## config.mk

```make
export PLATFORM = sky130hd
export DESIGN_NAME = bus_xfer_ctrl_flat
export DESIGN_NICKNAME = d
export VERILOG_FILES = /design/src/rtl/bus_xfer_ctrl_if.sv /design/src/rtl/bus_xfer_ctrl.sv /design/src/flat_wrapper.sv
export SDC_FILE = /design/constraint.sdc
export NUM_CORES = 1
export LEC_CHECK = 0
export ABC_AREA = 1
export CORE_ASPECT_RATIO = 0.9
export CORE_MARGIN = 10
export CORE_UTILIZATION = 35
export DETAILED_ROUTE_END_ITERATION = 12
export PLACE_DENSITY_LB_ADDON = 0.25
export SLEW_MARGIN = 20
export SYNTH_ARGS = -nofsm -noshare
export SYNTH_HDL_FRONTEND = slang
export SYNTH_SLANG_ARGS = --single-unit
export TNS_END_PERCENT = 100
```

## constraint.sdc

```tcl
create_clock -name clk -period 1.5 [get_ports clk]
set_clock_uncertainty 0.1 [all_clocks]
set_input_delay 0.225 -clock clk [delete_from_list [all_inputs] [get_ports clk]]
set_output_delay 0.225 -clock clk [all_outputs]
set_load 0.005 [all_outputs]
```

## src/rtl/bus_xfer_ctrl_if.sv

```systemverilog
// Command handshake and tristate bus control bundle for bus_xfer_ctrl.
// master drives commands in; slave is the sequencer that produces strobes and status.
interface bus_xfer_ctrl_if;
  logic        cmd_valid;
  logic        cmd_ready;
  logic [1:0]  cmd_src;
  logic [3:0]  cmd_dst;
  logic [4:1]  l;
  logic [4:1]  en;
  logic        done;
  logic        err;
  logic        busy;
  logic [15:0] xfer_count;

  modport master (
    output cmd_valid, cmd_src, cmd_dst,
    input  cmd_ready, l, en, done, err, busy, xfer_count
  );

  modport slave (
    input  cmd_valid, cmd_src, cmd_dst,
    output cmd_ready, l, en, done, err, busy, xfer_count
  );
endinterface

```

## src/rtl/bus_xfer_ctrl.sv

```systemverilog
// Tristate register-bus transfer sequencer: accept -> DRIVE/LOAD/RELEASE (done in cycle 3), reject -> err in cycle 1.
// cmd_ready only in IDLE (one transfer per 4 cycles); BUS_XFER_COUNT_EN builds the completed-transfer counter.
module bus_xfer_ctrl (
  input logic            clk,
  input logic            rst,
  bus_xfer_ctrl_if.slave bus
);

  localparam logic [2:0] IDLE    = 3'd0;
  localparam logic [2:0] DRIVE   = 3'd1;
  localparam logic [2:0] LOAD    = 3'd2;
  localparam logic [2:0] RELEASE = 3'd3;
  localparam logic [2:0] REJECT  = 3'd4;

  logic [2:0] state;
  logic [3:0] dst_q;
  logic [3:0] l_q;
  logic [3:0] en_q;
  logic       done_q;
  logic       err_q;
  logic       cmd_ok;
  logic [3:0] src_en_n;

  // A transfer must write somewhere and must never reload its own source.
  assign cmd_ok   = (bus.cmd_dst != 4'b0000) && !bus.cmd_dst[bus.cmd_src];
  assign src_en_n = ~(4'b0001 << bus.cmd_src);

  always_ff @(posedge clk or posedge rst) begin
    if (rst) begin
      state  <= IDLE;
      dst_q  <= 4'b0000;
      l_q    <= 4'hF;
      en_q   <= 4'hF;
      done_q <= 1'b0;
      err_q  <= 1'b0;
    end else begin
      done_q <= 1'b0;
      err_q  <= 1'b0;
      case (state)
        IDLE: begin
          if (bus.cmd_valid) begin
            dst_q <= bus.cmd_dst;
            if (cmd_ok) begin
              state <= DRIVE;
              en_q  <= src_en_n;
            end else begin
              state <= REJECT;
              err_q <= 1'b1;
            end
          end
        end
        DRIVE: begin
          state <= LOAD;
          l_q   <= ~dst_q;
        end
        LOAD: begin
          state  <= RELEASE;
          l_q    <= 4'hF;
          en_q   <= 4'hF;
          done_q <= 1'b1;
        end
        RELEASE: state <= IDLE;
        REJECT:  state <= IDLE;
        default: begin
          state <= IDLE;
          l_q   <= 4'hF;
          en_q  <= 4'hF;
        end
      endcase
    end
  end

  assign bus.l         = l_q;
  assign bus.en        = en_q;
  assign bus.done      = done_q;
  assign bus.err       = err_q;
  assign bus.cmd_ready = (state == IDLE);
  assign bus.busy      = (state != IDLE);

`ifdef BUS_XFER_COUNT_EN
  logic [15:0] count_q;

  // Bumped on the LOAD->RELEASE edge so the new value is visible alongside done.
  always_ff @(posedge clk or posedge rst) begin
    if (rst) begin
      count_q <= 16'h0000;
    end else if (state == LOAD) begin
      count_q <= count_q + 16'd1;
    end
  end

  assign bus.xfer_count = count_q;
`else
  assign bus.xfer_count = 16'h0000;
`endif

endmodule

```

## src/flat_wrapper.sv

```systemverilog
// flat-port wrapper written by rule: the top's interface ports become plain ports
module bus_xfer_ctrl_flat 
  (clk, rst, bus_cmd_valid, bus_cmd_src, bus_cmd_dst, bus_cmd_ready, bus_l, bus_en, bus_done, bus_err, bus_busy, bus_xfer_count);
  bus_xfer_ctrl_if bus_i ();
  input logic clk;
  input logic rst;
  input wire logic [$bits(bus_i.cmd_valid)-1:0] bus_cmd_valid;
  input wire logic [$bits(bus_i.cmd_src)-1:0] bus_cmd_src;
  input wire logic [$bits(bus_i.cmd_dst)-1:0] bus_cmd_dst;
  output wire logic [$bits(bus_i.cmd_ready)-1:0] bus_cmd_ready;
  output wire logic [$bits(bus_i.l)-1:0] bus_l;
  output wire logic [$bits(bus_i.en)-1:0] bus_en;
  output wire logic [$bits(bus_i.done)-1:0] bus_done;
  output wire logic [$bits(bus_i.err)-1:0] bus_err;
  output wire logic [$bits(bus_i.busy)-1:0] bus_busy;
  output wire logic [$bits(bus_i.xfer_count)-1:0] bus_xfer_count;
  assign bus_i.cmd_valid = bus_cmd_valid;
  assign bus_i.cmd_src = bus_cmd_src;
  assign bus_i.cmd_dst = bus_cmd_dst;
  assign bus_cmd_ready = bus_i.cmd_ready;
  assign bus_l = bus_i.l;
  assign bus_en = bus_i.en;
  assign bus_done = bus_i.done;
  assign bus_err = bus_i.err;
  assign bus_busy = bus_i.busy;
  assign bus_xfer_count = bus_i.xfer_count;
  bus_xfer_ctrl u_core (.clk(clk), .rst(rst), .bus(bus_i));
endmodule
```

### Yosys cells after proc, flatten, opt, wreduce, memory -nomap -nowiden

Cells that the tools add are included.

* flip-flop bits (word level): 17
* input port bits: 9
* word-level logic and storage cells: 39
* output and inout port bits: 28

* shift operators: 1
* bitwise operators: 3
* eq/ne operators: 6
* reduce and logical (&&, ||, !) cells: 9
* muxes and demuxes: 13
* order comparisons: 1

Operators with widths (count)
* $pmux W4 S2: 2
* $pmux W3 S3: 1
* $mux W4: 2
* $not A4 Y4: 2
* $eq A3 B2 Y1 const B: 2
* $mux W3: 2
* $reduce_or A3 Y1: 2
* $mux W1: 5
* $reduce_bool A4 Y1: 1
* $shl A1 B2 Y4 const A: 1
* $eq A3 B1 Y1 const B: 1
* $eq A3 B3 Y1 const B: 1
* $logic_not A3 Y1: 1
* $lt A2 B3 Y1 const B: 1
* $reduce_and A3 Y1: 1
* $reduce_bool A3 Y1: 1
* $bmux W1 S2: 1
* $ne A2 B1 Y1 const B: 1
* $ne A2 B2 Y1 const B: 1
* $reduce_and A2 Y1: 1
* $logic_and A1 B1 Y1: 1
* $logic_not A1 Y1: 1
* $not A1 Y1: 1

### Depth between registers and ports, before layout

Gate-level depths: netlist (run 1).

* word-level depth: 7
* mapped depth: 9
* mapped depth without buffers: 9

### Worst setup path before layout (run 1)

Ideal clock, no wire load.

* kind: register to register
* from: reg u_core.state[0]
* to: reg u_core.state[0]
* stages on the path, launching flop included: 8
* clock period less this slack: 1.291 ns
* data required time: 1.279 ns
* buffers on the path: 1
* data arrival time: 1.070 ns
* slack: 0.209 ns
* library setup time: 0.121 ns
* cells stage by stage: dfrtp_1 buf_6 nor2_1 inv_1 nor2_8 inv_1 nor2_1 a21oi_1

* cells in the longest elaborated chain, start to end: 2
* elaborated cells between the ends (all ways): 5
* those cells by class: eq/ne (3); mux (1); reduce/logical (1)

Ends and longest elaborated chain
* start: declaration: RTL line bus_xfer_ctrl.sv:15 `logic [2:0] state;`
* start signal: assignment: RTL line bus_xfer_ctrl.sv:30 `state <= IDLE;`
* start signal: assignment: RTL line bus_xfer_ctrl.sv:44 `state <= DRIVE;`
* start signal: assignment: RTL line bus_xfer_ctrl.sv:47 `state <= REJECT;`
* $logic_not A3 Y1 (*)
* via bus_cmd_ready: RTL line flat_wrapper.sv:10 `output wire logic [$bits(bus_i.cmd_ready)-1:0] bus_cmd_ready;`
* $pmux W3 S3 / $ne A2 B2 Y1 (equally long branches)

Mark *: on every way through the listed nets, which the timed path passes. The rest lies on a longest branch.
A chain may end at the register's enable or synchronous reset.

### Worst setup path in the final report (run 1)

* from: reg u_core.state[1]
* to: out bus_busy

* cells in the longest elaborated chain, start to end: 1

Ends and longest elaborated chain
* $reduce_bool A3 Y1: RTL line bus_xfer_ctrl.sv:78 `assign bus.busy = (state != IDLE);`
* end: declaration: RTL line flat_wrapper.sv:15 `output wire logic [$bits(bus_i.busy)-1:0] bus_busy;`

Every way passes these cells.

==> results of run 1 <==
==> critical path, stage by stage (launching register included) <==
cell and delay (ns):
dfrtp_1 0.41, nor2_2 0.15, inv_2 0.08, nor2_8 0.09, inv_2 0.04, buf_6 0.10
==> where the power goes <==
group | internal [mW] | leakage (nW) | total, mW | switching [mW]
Combinational | 0.627 | 0.466 | 1.30 | 0.671
Clock | 0.103 | 0.0150 | 0.238 | 0.134
Sequential | 0.703 | 0.197 | 0.800 | 0.0970
==> registers in the layout (all words and copies together), names as in the netlist <==
register and cells:
u_core.bus.en 4, u_core.bus.l 4, u_core.dst_q 4, u_core.state 3
u_core.bus.done 1, u_core.bus.err 1
==> worst paths after layout <==
kind	startpoint	end	slack [ns]	cells past startpoint
worst max-delay path	u_core.state[1]$_DFFE_PP0P_	bus_busy	0.01	5
worst min-delay path	rst	u_core.state[1]$_DFFE_PP0P_	0.14	3
worst max register to register	u_core.state[1]$_DFFE_PP0P_	u_core.bus.en[1]$_DFFE_PP1P_	0.09	10
worst min register to register	u_core.dst_q[0]$_DFFE_PP0P_	u_core.bus.l[1]$_DFFE_PP1N_	0.35	1
max in group asynchronous	rst	u_core.bus.en[3]$_DFFE_PP1P_	0.89	3
min in group clk	u_core.dst_q[0]$_DFFE_PP0P_	u_core.bus.l[1]$_DFFE_PP1N_	0.35	1
==> synthesized netlist by cell type <==
master   count
a21oi_1      3
a32oi_1      3
buf_4       16
buf_6        1
conb_1       1
dfrtp_1      9
dfstp_2      8
inv_1       15
inv_2        1
nand2_1     24
nand2_4      3
nand3_1     11
nand4_1      1
nor2_1       7
nor2_4       1
nor2_8       2
nor3_1       1
o21ai_0      3
o21ai_2      2
==> timing repair <==
item	CTS	global route
hold buffers	0	0
endpoints found under the setup margin	10	11
pin swaps	2	2
buffers inserted	4	1
gates resized for setup	20	1
hold endpoints to repair	0	0
==> cells in the final DEF, fill, tap and decap left out <==
| cell type | instances |
|---|---|
| nand2_1 | 24 |
| conb_1 | 16 |
| buf_4 | 16 |
| inv_1 | 13 |
| nand3_1 | 11 |
| clkdlybuf4s50_1 | 10 |
| dfrtp_1 | 9 |
| dlygate4sd2_1 | 8 |
| dfstp_2 | 8 |
| nor2_1 | 6 |
| inv_2 | 3 |
| nand2_4 | 3 |
| o21ai_0 | 3 |
| a32oi_1 | 3 |
| clkbuf_4 | 3 |
| nor2_8 | 2 |
| o21ai_2 | 2 |
| a21oi_1 | 2 |
| nor3_1 | 1 |
| nor2_4 | 1 |
| nor2_2 | 1 |
| nand4_1 | 1 |
| a21oi_2 | 1 |
| clkbuf_1 | 1 |
| buf_6 | 1 |
| buf_2 | 1 |
==> cell type report <==
class | instances | area [sq um] | share of cell area (%)
Inverter | 16 | 60.1 | 4.72
Tap cell | 30 | 37.5 | 2.95
Timing Repair Buffer | 36 | 307 | 24.1
Multi-Input combinational cell | 77 | 408 | 32.0
Sequential cell | 17 | 435 | 34.2
Clock buffer | 4 | 26.3 | 2.06
==> kinds of logic after synthesis <==
family / synth area share, %
buffers and inverters: 19.7
other: 0.386
AO/OA/AOI/OAI: 7.59
flip-flops: 44.8
AND/OR/NAND/NOR: 27.5
==> per-layer routing <==
metal | share of wire [%] | wire (um)
met2 | 49 | 1070
met3 | 6.3 | 138
met4 | 1.6 | 34
met5 | 0 | 0
met1 | 43 | 951
==> per-stage QoR <==
| stage | total power, mW | hold WS [ns] | area [sq um] |
|---|---|---|---|
| 6_report | 2.34 | 0.144 | 1270 |
| 5_1_grt | 2.54 | 0.193 | 1270 |
| 2_1_floorplan | 1.54 | 0.0453 | 1030 |
| 3_5_place_dp | 2.07 | 0.342 | 1220 |
| 3_3_place_gp | 2.03 | 0.340 | 1220 |
| 4_1_cts | 2.35 | 0.149 | 1270 |
==> metrics, run 1 <==
status=finished, final reports clean; TritonCTS Buffers=3; Inst Count DP=172; Critical Path Sink Type=output port; global-route wire length before repair=3.64 mm; detailed-router iteration count before antenna repair=4; CTS max path bufs=2; DIE AREA=between 5000 and 6000 sq um; post-synth cell types=19; # setup viols final=0; # rows=18; crit share post-route=between 90 and 100%; Ports=37; Worst Slack Setup Final=0.0147 ns; WL final=2.19 mm; Slew Viols, Final=0; via count=just under 800; GR Util met3=approximately 2.5%; Fillers=between 200 and 300; Clock Root Buffer=clkbuf_4; TritonCTS Sinks=17; final hold violations=0; FF+latch count, synth=17; Worst-Skew Late Latency=approximately 0.28 ns; Die W=75.6 um; grt met1 use=9.69%; TNS Setup=0 ns; Final min period=1.49 ns; crit path DAT=1.16 ns; top cells by area, synth=dfrtp_1, dfstp_2, buf_4, nand2_1, inv_1; Post-Syn Instances=112; crit-path max FO=3; startpoint types=flop; global routing's busiest layer=met2; Initial Util=36.0%; Synth top area share=23.2%; pin count of the biggest net entering global routing=18; # port buffers=20; Detail Placement HPWL=1.82 mm; Die H=70 um; met2 Use GR=14.3%; Power Dens Cells=roughly 1800 nW/um^2; Util after Layout=47.1%; # diodes=0; vias in the first global route=between 800 and 900; post-place setup slack=-0.0995 ns; Setup Crit Path Kind=reg -> out; P&R area growth vs syn=31.0%; GPL Wtd Cong=roughly 0.76; sequential cell area fraction in the yosys report=44.8%; Yosys warnings=0; RSZ-0062 raised after global routing=yes; Max VDD drop=528 uV; Yosys top cell by area=dfrtp_1; CTS tree=done; Clock transition at path regs=0.10 ns; Post-DRT Antenna Nets=0; Worst Hold Class=in -> async; Global Route Usage Sum=8.73%; post-synth design cell area=~970 sq um; Iter 0 DRT Violations=17; antenna violations before repair=0; core area=around 2700 sq um; Final nets=160; Max-Cap Viols=0; layout cells sized above 1=28.0%; average vias per placed instance=between 4 and 5; Pleak=0.678 nW; drt drc=0; final global-route overflow total=0; Avg Cell Area, Syn=between 8 and 9 sq um; Critical Path RT=1.17 ns; non-filler cells in the finished layout=180; fmax=673 MHz; H-tree depth=1; mean routed wirelength per cell=12.2 um
Power figures use the tool's default switching activity.
==> run 2: changes to the inputs <==
- HOLD_SLACK_MARGIN: not set -> 0.05
- SLEW_MARGIN: 20 -> not set
==> results of run 2 <==
The final DEF is identical to that of run 1; final timing and power are the same.
==> run 3: changes to the inputs <==
--- a/config.mk
+++ b/config.mk
@@ -12,5 +12,5 @@
 export DETAILED_ROUTE_END_ITERATION = 12
 export HOLD_SLACK_MARGIN = 0.05
-export PLACE_DENSITY_LB_ADDON = 0.25
+export PLACE_DENSITY_LB_ADDON = 0.2
 export SYNTH_ARGS = -nofsm -noshare
 export SYNTH_HDL_FRONTEND = slang
==> constraint.sdc (replaced) <==
create_clock -name clk -period 1.5 [get_ports clk]
set_clock_uncertainty 0.1 [all_clocks]
set_input_delay 0.225 -clock clk [delete_from_list [all_inputs] [get_ports clk]]
set_output_delay 0.225 -clock clk [all_outputs]
set_load 0.01 [all_outputs]
==> run 3 against run 2 <==
Against the previous run: fmax up 1.5%; sequential power down 1%; first-iteration DRC count up 12%; sequential share of layout area down 0.30 points; combinational power up 3%; worst hold slack worse by 0.0019 ns; clock power up 2%; via count down 0.13%; non-clock buffer count unchanged; count of clock-buffer cells in the layout unchanged; critical path depth unchanged; die area unchanged; critical path type unchanged; largest cell class unchanged.
==> metrics, run 3 (synthesis gave the netlist of run 1 again) <==
Slowest-stage cell, CP=dfrtp_1; Die W=75.6 um (unchanged); final hold violations=0 (unchanged); Final min period=1.46 ns (-0.0223 ns); Die H=70 um (unchanged); non-filler cells in the finished layout=180 (unchanged); Pleak=0.712 nW (+4.9%); via count=786 (-0.13%); Critical Path Sink Type=output port; RSZ-0062 raised after global routing=yes; layout cells sized above 1=28.0% (unchanged); # rows=18 (unchanged); Ports=37 (unchanged); most common cell after layout, fill and taps aside=nand2_1; H-tree depth=1 (unchanged); Critical R2R Capture=u_core.bus.l[3]$_DFFE_PP1N_; DIE AREA=5290 sq um (unchanged); Power Dens Cells=1850 nW/um^2 (+0.86%); # diodes=0 (unchanged); Clock Root Buffer=clkbuf_4; placed cell areas=1220 sq um (unchanged); Reg2Reg Depth=6 (-4); drt drc=0 (unchanged); Post-DRT Antenna Nets=0 (unchanged); fmax=683 MHz (+1.5%); Initial Util=36.0% (unchanged); antenna violations before repair=0 (unchanged); pin count of the biggest net entering global routing=18 (unchanged); critical path cell sequence=nor2_2 -> inv_2 -> nor2_8 -> inv_2 -> buf_6; Util after Layout=47.5% (+0.42 points); # setup viols final=0 (unchanged); commonest cells after routing, fill and taps aside=nand2_1, conb_1, buf_4, inv_1, nand3_1; Detail Placement HPWL=1.70 mm (-6.2%); Max-Cap Viols=0 (unchanged); Critical Path RT=1.17 ns (about the same); R2R Setup Slk=0.09 ns (about the same); # port buffers=20 (unchanged); Setup Crit Path Kind=reg -> out; mean routed wirelength per cell=11.7 um (-3.7%); TritonCTS Sinks=17 (unchanged); final global-route overflow total=0 (unchanged); CP max stage delay=0.40 ns (about the same); Max VDD drop=677 uV (+28%); Worst-Skew Late Latency=0.29 ns (about the same); crit share post-route=97.5% (-1.5 points); WL final=2.11 mm (-3.7%); detailed-router iteration count before antenna repair=4 (unchanged); Clock transition at path regs=0.09 ns (about the same); crit-path max FO=3 (unchanged); critical path's most frequent cell=inv_2; vias in the first global route=851 (-1.4%); Inst Count DP=172 (unchanged); GPL Wtd Cong=0.737 (-3.3%); CTS tree=done; Iter 0 DRT Violations=19 (+2); fin area=1280 sq um (+0.88%); Power Total=2.38 mW (+1.8%); CTS max path bufs=2 (unchanged); core area=2700 sq um (unchanged); Slew Viols, Final=0 (unchanged); P&R area growth vs syn=32.2%; Worst Hold Class=in -> async; worst reg2reg path startpoint=u_core.state[0]$_DFFE_PP0P_; Global Route Usage Sum=8.37% (-0.36 points); startpoint types=flop; average vias per placed instance=4.37 (-0.13%); TritonCTS Buffers=3 (unchanged); status=finished, final reports clean; Final nets=160 (unchanged); global-route wire length before repair=3.55 mm (-2.3%); crit path DAT=1.14 ns (-0.02 ns)
## run 3: changes by cell type in the layout (fill, tap and decap cells not counted), sizes merged
cell,change
dlymetal6s2s,+2
clkdlybuf4s50,-2
## run 3: area by class of cell
type	count	area [sq um]
Sequential cell	17	435
Clock buffer	4	26.3
Inverter	16	60.1
Multi-Input combinational cell	77	414
Fill cell	277	1420
Tap cell	30	37.5
Timing Repair Buffer	36	312
## run 3: worst max-delay path by stage
| stage | cells past startpoint | to | startpoint |
|---|---|---|---|
| final | 5 | bus_busy | u_core.state[1]$_DFFE_PP0P_ |
| after global routing | 5 | bus_busy | u_core.state[1]$_DFFE_PP0P_ |
| after global placement | 10 | u_core.bus.en[4]$_DFFE_PP1P_ | bus_cmd_src[0] |
| after CTS | 5 | bus_busy | u_core.state[0]$_DFFE_PP0P_ |
| after detailed placement | 10 | u_core.bus.en[4]$_DFFE_PP1P_ | bus_cmd_src[0] |
| after floorplan | 7 | u_core.state[0]$_DFFE_PP0P_ | u_core.state[0]$_DFFE_PP0P_ |
## run 3: worst max-delay path: cells and delay by family, from the launching register on
kind	cells	cell delay (ns)
flip-flops	1	0.40
buffers and inverters	3	0.24
AND/OR/NAND/NOR	2	0.23
## run 3: what timing repair did
action,in CTS,in global routing
gates resized for setup,20,4
hold buffers,0,0
pin swaps,1,1
setup endpoints to repair,10,7
buffers inserted,3,1
## run 3: routing by layer
metal  wire length, um  vias up  share of wire, %  track usage (%)
met5                 0        -                 0                0
met4                29        0               1.4             5.57
met3               178        2               8.4             2.26
met2               947       32                45             12.7
met1               955      359                45             9.94
li1                  -      393                 -                -
## run 3: through the flow
stage          TNS [ns]  setup slack [ns]  hold slack [ns]
5_1_grt         -0.0825           -0.0556            0.157
3_3_place_gp     -0.547            -0.100            0.337
3_5_place_dp     -0.561           -0.0969            0.334
4_1_cts               0           0.00308            0.143
2_1_floorplan         0             0.159           0.0453
6_report              0            0.0369            0.142
## run 3: where the power goes
group	total [mW]	switching [mW]	internal, mW	leakage [nW]
combinational	1.34	0.723	0.620	0.499
clock	0.242	0.138	0.103	0.0150
sequential	0.792	0.0897	0.702	0.197
==> RTL change (config.mk and constraints of run 3) <==
The option `BUS_XFER_COUNT_EN` is turned on by a define.
--- a/src/rtl/bus_xfer_ctrl.sv
+++ b/src/rtl/bus_xfer_ctrl.sv
@@ -1,5 +1,7 @@
 // Tristate register-bus transfer sequencer: accept -> DRIVE/LOAD/RELEASE (done in cycle 3), reject -> err in cycle 1.
 // cmd_ready only in IDLE (one transfer per 4 cycles); BUS_XFER_COUNT_EN builds the completed-transfer counter.
+`define BUS_XFER_COUNT_EN
+
 module bus_xfer_ctrl (
   input logic            clk,
   input logic            rst,
Behaviour: not the same (a bounded check fails within 4 cycles, from zero or initial values and one cycle with rst high).
==> RTL change against run 3 <==
Sequential cell count up 16; highest routed layer unchanged; largest cell class unchanged; routed wire length up 80%; worst setup slack better by 0.023 ns; largest power group unchanged; final area up 87%; maximum frequency up 1.6%; total power up 64%; via count up 78%; area after synthesis up 67%.
==> RTL change: results (changes against run 3) <==
Detailed routing
  – Initial DRC Count: 45 (+26)
  – Routed WL: 3800 um (+80%)
  – Drt first pass iters: 4 (unchanged)
  – Via-per-instance ratio: 4.31 (-1.3%)

Pwr
  – Comb pwr share: 0.480 (-0.085)
  – Sequential Power Share: 0.360 (+0.027)
  – P_leak: 0.00127 uW (+78%)
  – Pwr top: combinational cells
  – Peak VDD IR: 0.000895 V (+32%)
  – Pwr dens: 1630 mW/mm^2 (-12%)
  – Int Power: 2450 uW (+72%)

Clock tree
  – CTS H-tree depth: 2 (+1)
  – Num CTS Buffers: 5 (+2)
  – Setup bufs post-CTS: 5 (+2)
  – Reg clk slew, reported paths: 0.07 ns (-0.02 ns)
  – Clock Latency Late Sink: 0.28 ns
  – Post-CTS Resized: 32 (+60%)
  – Clk buf depth: 2 (unchanged)
  – Clk root buf: clkbuf_8

Global routing
  – Initial antenna violation count: 0 (unchanged)
  – Global-route wire length before repair: 6640 um (+87%)
  – All-Layer GR Usage: 0.104 (+0.0205)
  – Vias in the first global route: 1416 (+66%)
  – Largest net degree at the start of global routing: 20 (+2)

Final layout
  – ANT cells: 0 (unchanged)
  – Layout cells sized above 1: 0.282 (+0.00244)
  – Fillers: 435 (+57%)
  – Commonest non-fill, non-tap cell in the layout: nand2_1
  – Final nets: 271 (+69%)
  – Largest register FFs: 16
  – Final Non-Filler Cells: 324 (+80%)

Yosys
  – Syn. warnings: 0 (unchanged)
  – Top cells by area, synth: dfrtp_1, nand2_1, dfstp_2, inv_1, nor2_1
  – Synth Area per Inst: 8.66 um^2 (-0.26%)
  – Commonest cells in the netlist: nand2_1, dfrtp_1, inv_1
  – Most used flip-flop cell after synthesis: dfrtp_1
  – Sequential area share after synthesis: 0.516 (+0.0684)
  – Post-synth ARST share: 1.00 (unchanged)
  – Synth cell types: 22 (+3)
  – Syn_nets: 197

Worst setup path
  – RR Endpoint: u_core.bus.xfer_count[6]
  – Slowest cell on crit path: dfrtp_1
  – FF-to-FF Start: u_core.state[2]
  – Delay-heaviest family, CP: flip-flops
  – Critical path arrival: 1.12 ns (-0.02 ns)
  – Internal reg-to-reg setup slack: 0.08 ns
  – Max stage delay on crit path: 0.39 ns
  – Critical path peak fanout: 4 (+1)

Place
  – Dpl ws: -0.148 ns (-0.0513 ns)
  – Hpwl dp: 2880 um (+69%)
  – Placed cell count: 303 (+76%)
  – Number of port buffers: 36 (+80%)
  – DP Area: 0.00220 mm^2 (+80%)
  – Gpl congestion: 0.789 (+7.0%)

Hold path
  – Tightest Hold Check Type: in2async

Run status
  – Status: complete, no violations

STA
  – Hold WS: 0.0973 ns (-0.0450 ns)
[RTL change: cell count changes in the layout (fill, tap and decap cells not counted), sizes merged, moves of 4 or more]
| cell | change |
|---|---|
| a21oi | +4 |
| a31oi | +4 |
| buf | +14 |
| conb | -16 |
| dfrtp | +16 |
| dlygate4sd2 | +14 |
| inv | +6 |
| nand2 | +35 |
| nor2 | +13 |
| xnor2 | +5 |
| xor2 | +5 |
[RTL change: worst max path at each step]
stage,end,cells after the start,slack (ns),startpoint
3_3_place_gp,u_core.bus.en[3],10,-0.09,bus_cmd_src[0]
6_report,bus_busy,5,0.06,u_core.state[1]
5_1_grt,u_core.bus.xfer_count[6],6,-0.02,u_core.state[2]
3_5_place_dp,u_core.bus.en[2],10,-0.15,bus_cmd_src[0]
2_1_floorplan,u_core.bus.xfer_count[14],6,0.07,u_core.bus.xfer_count[0]
4_1_cts,bus_cmd_ready,4,-0.02,u_core.state[1]
[RTL change: metal layers]
metal,track usage,vias to the layer above,share of wire
met5,0,-,0
met4,0.0336,0,0.0063
met3,0.0480,2,0.075
met2,0.145,26,0.43
met1,0.139,619,0.49
li1,-,749,-
[RTL change: cell families (layout without fill, tap and decap cells)]
group / count (synthesis) / in the layout / share of synthesized area
flops: 33 / 33 / 0.516
buf+inv: 22 / 96 / 0.0510
xor+xnor: 10 / 10 / 0.0541
fa+ha+maj: 1 / 1 / 0.00773
compound gates: 16 / 16 / 0.0525
simple gates: 103 / 104 / 0.300
mux: 2 / 2 / 0.0185
[RTL change: area by class of cell]
type,count,area (um^2),share of cell area
Clock buffer,6,72.6,0.0302
Tap cell,62,77.6,0.0323
Sequential cell,33,838,0.349
Multi-Input combinational cell,133,751,0.313
Clock inverter,2,10.0,0.00417
Timing Repair Buffer,66,571,0.238
Inverter,22,82.6,0.0344
